$ cat src/rtl/mycpu_pkg.sv
// Shared types for the mycpu datapath: destination codes and output slot states.
package mycpu_pkg;

    localparam int DATA_W = 16;

    typedef enum logic [1:0] {
        DEST_P0   = 2'b00,
        DEST_P1   = 2'b01,
        DEST_P2   = 2'b10,
        DEST_DROP = 2'b11
    } dest_e;

    typedef enum logic {
        SLOT_EMPTY = 1'b0,
        SLOT_FULL  = 1'b1
    } slot_state_e;

endpackage

$ cat src/rtl/out_slot.sv
// One-entry output buffer: a load becomes visible after the next edge.
// Same-cycle drain and load keeps it FULL; the caller must only load when empty or draining.
module out_slot
    import mycpu_pkg::*;
#(
    parameter int DW = DATA_W
) (
    input  logic          clk,
    input  logic          rst_n,
    input  logic          i_load,
    input  logic          i_rdy,
    input  logic [DW-1:0] i_dat,
    output logic          o_vld,
    output logic [DW-1:0] o_dat
);

    slot_state_e   r_state;
    slot_state_e   w_state_nxt;
    logic [DW-1:0] r_dat;

    always_ff @(posedge clk or negedge rst_n) begin
        if (!rst_n) begin
            r_state <= SLOT_EMPTY;
        end else begin
            r_state <= w_state_nxt;
        end
    end

    always_comb begin
        w_state_nxt = r_state;
        case (r_state)
            SLOT_EMPTY: if (i_load)            w_state_nxt = SLOT_FULL;
            SLOT_FULL:  if (i_rdy && !i_load)  w_state_nxt = SLOT_EMPTY;
            default:                           w_state_nxt = SLOT_EMPTY;
        endcase
    end

    // Data is held on drain, only overwritten by a new load.
    always_ff @(posedge clk or negedge rst_n) begin
        if (!rst_n) begin
            r_dat <= '0;
        end else if (i_load) begin
            r_dat <= i_dat;
        end
    end

    assign o_vld = (r_state == SLOT_FULL);
    assign o_dat = r_dat;

endmodule

$ cat src/rtl/demux_3x16.sv
// Registered 1-to-3 demux with a discard destination; one cycle from accept to slot valid.
// in_ready is combinational: low only while the selected slot is full and not draining.
module demux_3x16
    import mycpu_pkg::*;
#(
    parameter int DW      = DATA_W,
    parameter int DROP_CW = 8
) (
    input  logic               clk,
    input  logic               rst_n,
    input  logic               in_valid,
    output logic               in_ready,
    input  dest_e              sel_in,
    input  logic [DW-1:0]      d_in,
    output logic               v0_out,
    output logic               v1_out,
    output logic               v2_out,
    input  logic               r0_in,
    input  logic               r1_in,
    input  logic               r2_in,
    output logic [DW-1:0]      q0_out,
    output logic [DW-1:0]      q1_out,
    output logic [DW-1:0]      q2_out,
    output logic [DROP_CW-1:0] drop_count_out
);

    logic               w_up_xfer;
    logic               w_load0;
    logic               w_load1;
    logic               w_load2;
    logic               w_drop;
    logic [DROP_CW-1:0] r_drop_cnt;

    always_comb begin
        in_ready = 1'b1;
        case (sel_in)
            DEST_P0:   in_ready = !v0_out || r0_in;
            DEST_P1:   in_ready = !v1_out || r1_in;
            DEST_P2:   in_ready = !v2_out || r2_in;
            DEST_DROP: in_ready = 1'b1;
            default:   in_ready = 1'b1;
        endcase
    end

    assign w_up_xfer = in_valid && in_ready;
    assign w_load0   = w_up_xfer && (sel_in == DEST_P0);
    assign w_load1   = w_up_xfer && (sel_in == DEST_P1);
    assign w_load2   = w_up_xfer && (sel_in == DEST_P2);
    assign w_drop    = w_up_xfer && (sel_in == DEST_DROP);

    out_slot #(.DW(DW)) u_slot0 (
        .clk    (clk),
        .rst_n  (rst_n),
        .i_load (w_load0),
        .i_rdy  (r0_in),
        .i_dat  (d_in),
        .o_vld  (v0_out),
        .o_dat  (q0_out)
    );

    out_slot #(.DW(DW)) u_slot1 (
        .clk    (clk),
        .rst_n  (rst_n),
        .i_load (w_load1),
        .i_rdy  (r1_in),
        .i_dat  (d_in),
        .o_vld  (v1_out),
        .o_dat  (q1_out)
    );

    out_slot #(.DW(DW)) u_slot2 (
        .clk    (clk),
        .rst_n  (rst_n),
        .i_load (w_load2),
        .i_rdy  (r2_in),
        .i_dat  (d_in),
        .o_vld  (v2_out),
        .o_dat  (q2_out)
    );

    // Saturating: the counter sticks at all-ones.
    always_ff @(posedge clk or negedge rst_n) begin
        if (!rst_n) begin
            r_drop_cnt <= '0;
        end else if (w_drop && (r_drop_cnt != {DROP_CW{1'b1}})) begin
            r_drop_cnt <= r_drop_cnt + 1'b1;
        end
    end

    assign drop_count_out = r_drop_cnt;

endmodule

$ cat config.mk
export PLATFORM = sky130hd
export DESIGN_NAME = demux_3x16
export DESIGN_NICKNAME = d
export VERILOG_FILES = /design/src/rtl/mycpu_pkg.sv /design/src/rtl/out_slot.sv /design/src/rtl/demux_3x16.sv
export SDC_FILE = /design/constraint.sdc
export NUM_CORES = 1
export LEC_CHECK = 0
export CAP_MARGIN = 25
export CORE_MARGIN = 1
export CORE_UTILIZATION = 66
export DETAILED_ROUTE_END_ITERATION = 10
export DONT_BUFFER_PORTS = 1
export GPL_TIMING_DRIVEN = 0
export PLACE_DENSITY = 0.82
export RECOVER_POWER = 25
export SLEW_MARGIN = 20
export SYNTH_ARGS = -nofsm -noshare
export SYNTH_HDL_FRONTEND = slang
export SYNTH_SLANG_ARGS = --single-unit
$ cat constraint.sdc
create_clock -name clk -period 3.3 [get_ports clk]
set_clock_uncertainty 0.15 [all_clocks]
set_input_delay 0.33 -clock clk [delete_from_list [all_inputs] [get_ports clk]]
set_output_delay 0.33 -clock clk [all_outputs]
set_load 0.03 [all_outputs]
==> Word level (Yosys, flattened, before mapping) <==
Index checks and enable logic that the tools add are counted.
{ "totals": {"register_bits": 59, "in_bits": 24, "out_inout_bits": 60, "elab_cells": 44} }
{ "classes": {"addsub": 1, "n_eq_ne": 4, "n_mux": 10, "n_bitwise": 3, "n_reduce_logical": 19} }
{ "ops": {"columns": ["cell", "count"], "rows": [
  ["$logic_and A1 B1 Y1", 9],
  ["$add A8 B1 Y8 const B", 1],
  ["$ne A8 B8 Y1 const B", 1],
  ["$logic_not A1 Y1", 6],
  ["$mux W1", 6],
  ["$pmux W1 S2", 3],
  ["$eq A2 B2 Y1 const B", 2],
  ["$pmux W1 S4", 1],
  ["$logic_or A1 B1 Y1", 3],
  ["$not A1 Y1", 3],
  ["$eq A2 B1 Y1 const B", 1],
  ["$logic_not A2 Y1", 1]
]} }

==> Depth between registers and ports, before layout <==
{ "logic_depth": {"depth_word": 9, "mapped_depth": 5, "depth_no_buf": 4} }

==> Modules after synthesis <==
A second synthesis with hierarchy kept.
{ "hier_totals": {"cells_unflattened": 163, "hier_area_um2": 2566.2} }
{ "modules_own_cells": {"columns": ["module", "instances", "cells_each", "area_per_inst_um2", "seq_area_each_um2"], "rows": [
  ["out_slot", 3, 37, 683.2, 425.4],
  ["demux_3x16", 1, 52, 516.7, 200.2]
]} }

==> Worst setup path after synthesis <==
No wires, ideal clock.
{ "synth_timing": {"kind": "register to output", "from": "register u_slot1.r_state (netlist: u_slot1.o_vld)", "to": "output port in_ready", "t_arrival_ns": 1.493, "t_required_ns": 2.820, "setup_slack_ns": 1.327, "stages_incl_launch_ff": 5, "path_buffers": 0, "cell_sequence": "dfrtp_1 > nor2b_1 > nand2_1 > o21ai_0 > o21ai_0"} }
{ "synth_between": {"elab_chain_cells": 3} }
{ "synth_lines": {"columns": ["item", "line", "text"], "rows": [
  ["start, declared", "out_slot.sv:17", "slot_state_e r_state;"],
  ["start signal, assigned", "out_slot.sv:25", "r_state <= w_state_nxt;"],
  ["$logic_not A1 Y1", "demux_3x16.sv:38", "DEST_P1: in_ready = !v1_out || r1_in;"],
  ["$logic_or A1 B1 Y1", "demux_3x16.sv:38", null],
  ["$pmux W1 S4", "demux_3x16.sv:36", "case (sel_in)"],
  ["end, declared", "demux_3x16.sv:12", "output logic in_ready,"]
]} }
Every way passes these cells.

==> Worst setup path in the final report <==
Ends and elaborated chain as after synthesis.

==> impl_metrics.tcl <==
set metrics [dict create \
    wl_um 4910 \
    synth_commonest_cells "dfrtp_1 (59), mux2_1 (50), nand2_1 (9)" \
    avgSynthCellArea_um2 15.1 \
    grt_pass1_vias 1461 \
    clock_latency_ns 0.38 \
    cp_top_family "compound AO/OA/AOI/OAI gates" \
    yosysUniqueCellTypes 27 \
    synthToLayoutAreaGrowth_pct 16.2 \
    cts_tree "yes" \
    max_freq_mhz 403 \
    regToRegStartpoint "u_slot1.o_vld" \
    die_h_um 61.5 \
    holdPathEnd "u_slot1.o_dat[3]" \
    core_region_area_um2 3360 \
    min_period_ns 2.48 \
    whs_path_depth 2 \
    cts_resized 0 \
    hold_violations 0 \
    worst_slack_ns 0.816 \
    ir_drop_mv 0.542 \
    via_per_inst 5.75 \
    place_ws_ns 1.22 \
    ant_nets 0 \
    synth_top_area_share_pct 63.2 \
    antenna_found_initial 0 \
    grtUsageTotal_pct 29.1 \
    grt_pass1_wl_um 7360 \
    r2r_end "u_slot1.o_dat[14]" \
    holdWs_ns 0.0716 \
    worstSetupStartpointType "flip-flop" \
    post-dp-hpwl_um 3070 \
    syn_area_um2 2330 \
    synth_seq_cells 59 \
    rows 21 \
    post-route-period-util_pct 75.3 \
    maxCapViolations 0 \
    synthArstFlopShare_pct 100 \
    grt_max_degree 60 \
    max_slew_margin_pct 7.19 \
    final_nets 212 \
    fin_setup_tns_ns 0 \
    clock_sinks 59 \
    synth_area_leaders "dfrtp_1 (63%), mux2_1 (24%), nand2_1 (1.4%)" \
    synth_most_common_cell "dfrtp_1" \
    dr.pass1.iters 4 \
    clockRootBuffer "clkbuf_4" \
    port_buffers 0 \
    numCtsBuffers 9 \
    critical_path_buf_inv_count 0 \
    crit_chain "nor2b_1 -> nand2_1 -> o21ai_0 -> o21ai_0" \
    rsz0062_at_grt "no" \
    use_met1_pct 32.8 \
    path_class "reg -> out" \
    end_kind "primary output" \
    path_clk_slew_ns 0.10 \
    ff2ff_path_depth 4 \
    crit_fanout 3 \
    clock_path_buffers 2 \
    slowest_delay_ns 0.73 \
    grt-ovfl-total 0 \
    cpMaxStageDelayCell "o21ai_0" \
    synth_flop_cell "dfrtp_1" \
    outcome "complete, no violations" \
    regToRegSetupSlack_ns 1.21 \
    drive_above_1_share_pct 10.9 \
    synth_top_area_cell "dfrtp_1" \
    gp_congestion 0.610 \
    wire_per_inst_um 20.6 \
    ios 84 \
    setup_viol 0 \
    diodes 0 \
    p_leak_nw 1.20 \
    fp.dieArea_um2 3780 \
    syn_nets 180 \
    worst_slew_pin_slew_ns 1.39 \
    ys_seq_area_share_pct 63.2 \
    ys_warn_count 0 \
    worstHoldPathType "in -> reg" \
    busiest_layer "met2" \
    crit_path_frequent_cell "o21ai_0" \
    via_count 1369 \
    drt_iter0_drc 63 \
    synth_edf_count 0 \
    chipWidth_um 61.5 \
    maxSlewViolCount 0 \
    synthCells 155 \
    post-cts-setup-buffer-count 0 \
    use_met3_pct 13.2 \
    grtUsageMet2_pct 48.6 \
    htreeDepth 3 \
    fillers 210 \
    cp.arrival_ns 2.00 \
    power_density_nw_per_um2 733 \
    cp.required_ns 2.82 \
    hp-start "sel_in[1]" \
    start_util_pct 69.4 \
    drc 0 \
]
layer usage:
metal / up-vias / wire length [µm]
met5: - / 0
met4: 0 / 48
met3: 6 / 474
met2: 72 / 2500
met1: 674 / 1880
li1: 617 / -
report_power, final:
group          internal [mW]  switching, mW
clock                  0.195          0.243
sequential             0.873          0.457
combinational          0.115          0.105
kinds of logic (layout without fill, tap and decap cells):
| kind of cell | count (synthesis) | after routing | share of synthesized area, % |
|---|---|---|---|
| AOI/OAI and AO/OA | 7 | 7 | 2.09 |
| xor gates and xnor gates | 4 | 4 | 1.50 |
| adders and majority gates | 1 | 1 | 0.536 |
| buffers and inverters | 5 | 42 | 1.39 |
| DFF | 59 | 59 | 63.2 |
| muxes | 51 | 51 | 24.5 |
| and+or+nand+nor | 28 | 28 | 6.70 |
cells in the final DEF (no fill, tap or decap), types with 2 or more instances in the layout:
| cell | instances |
|---|---|
| and3_1 | 2 |
| buf_2 | 2 |
| clkbuf_1 | 3 |
| clkbuf_4 | 9 |
| clkbuf_8 | 2 |
| clkinv_2 | 2 |
| dfrtp_1 | 59 |
| dlygate4sd3_1 | 20 |
| mux2_1 | 50 |
| nand2_1 | 9 |
| nand2b_1 | 2 |
| nand3_1 | 2 |
| nor2_1 | 3 |
| nor2b_1 | 2 |
| nor3_1 | 3 |
| o21ai_0 | 3 |
| xor2_1 | 3 |
worst reg2reg max path, stage by stage (launching register included):
cell     delay [ns]
dfrtp_1        0.51
nor2b_1        0.24
nor3_4         0.43
buf_4          0.29
mux2_1         0.37
how the worst max path moves through the flow:
stage / startpoint / cells past startpoint / endpoint
floorplan: u_slot1.o_vld / 4 / in_ready
finish: u_slot1.o_vld / 4 / in_ready
CTS: u_slot1.o_vld / 4 / in_ready
detailed placement: u_slot1.o_vld / 4 / in_ready
global route: u_slot1.o_vld / 4 / in_ready
global placement: u_slot1.o_vld / 4 / in_ready
through the flow:
step	util (%)	instances	instance area (µm²)	power, mW
finish	80.7	238	2710	1.99
global route	80.7	238	2710	2.08
CTS	81.4	238	2740	1.99
detailed placement	71.1	201	2390	1.52
global placement	71.1	201	2390	1.49
floorplan	-	155	2330	1.45
flip-flops by register name (all words and copies together), names as in the netlist:
signal,cells
drop_count_out,8
u_slot0.o_dat,16
u_slot0.o_vld,1
u_slot1.o_dat,16
u_slot1.o_vld,1
u_slot2.o_dat,16
u_slot2.o_vld,1
what timing repair did:
| item | CTS | global route |
|---|---|---|
| hold buffers | 21 | 0 |
| endpoints found under the hold margin | 108 | 0 |
| setup endpoints to repair | 0 | 0 |
final cells by class:
cell class                 count  area, µm²  area share (%)
clock inverter                 2       10.0           0.369
tap                           46       57.6            2.12
inverter                       1       3.75           0.138
sequential                    59       1480            54.4
multi-input combinational     91        826            30.4
clock buffer                  14        106            3.92
buffer                         4       28.8            1.06
timing repair buffer          21        205            7.56
(Power assumes the default switching activity.)
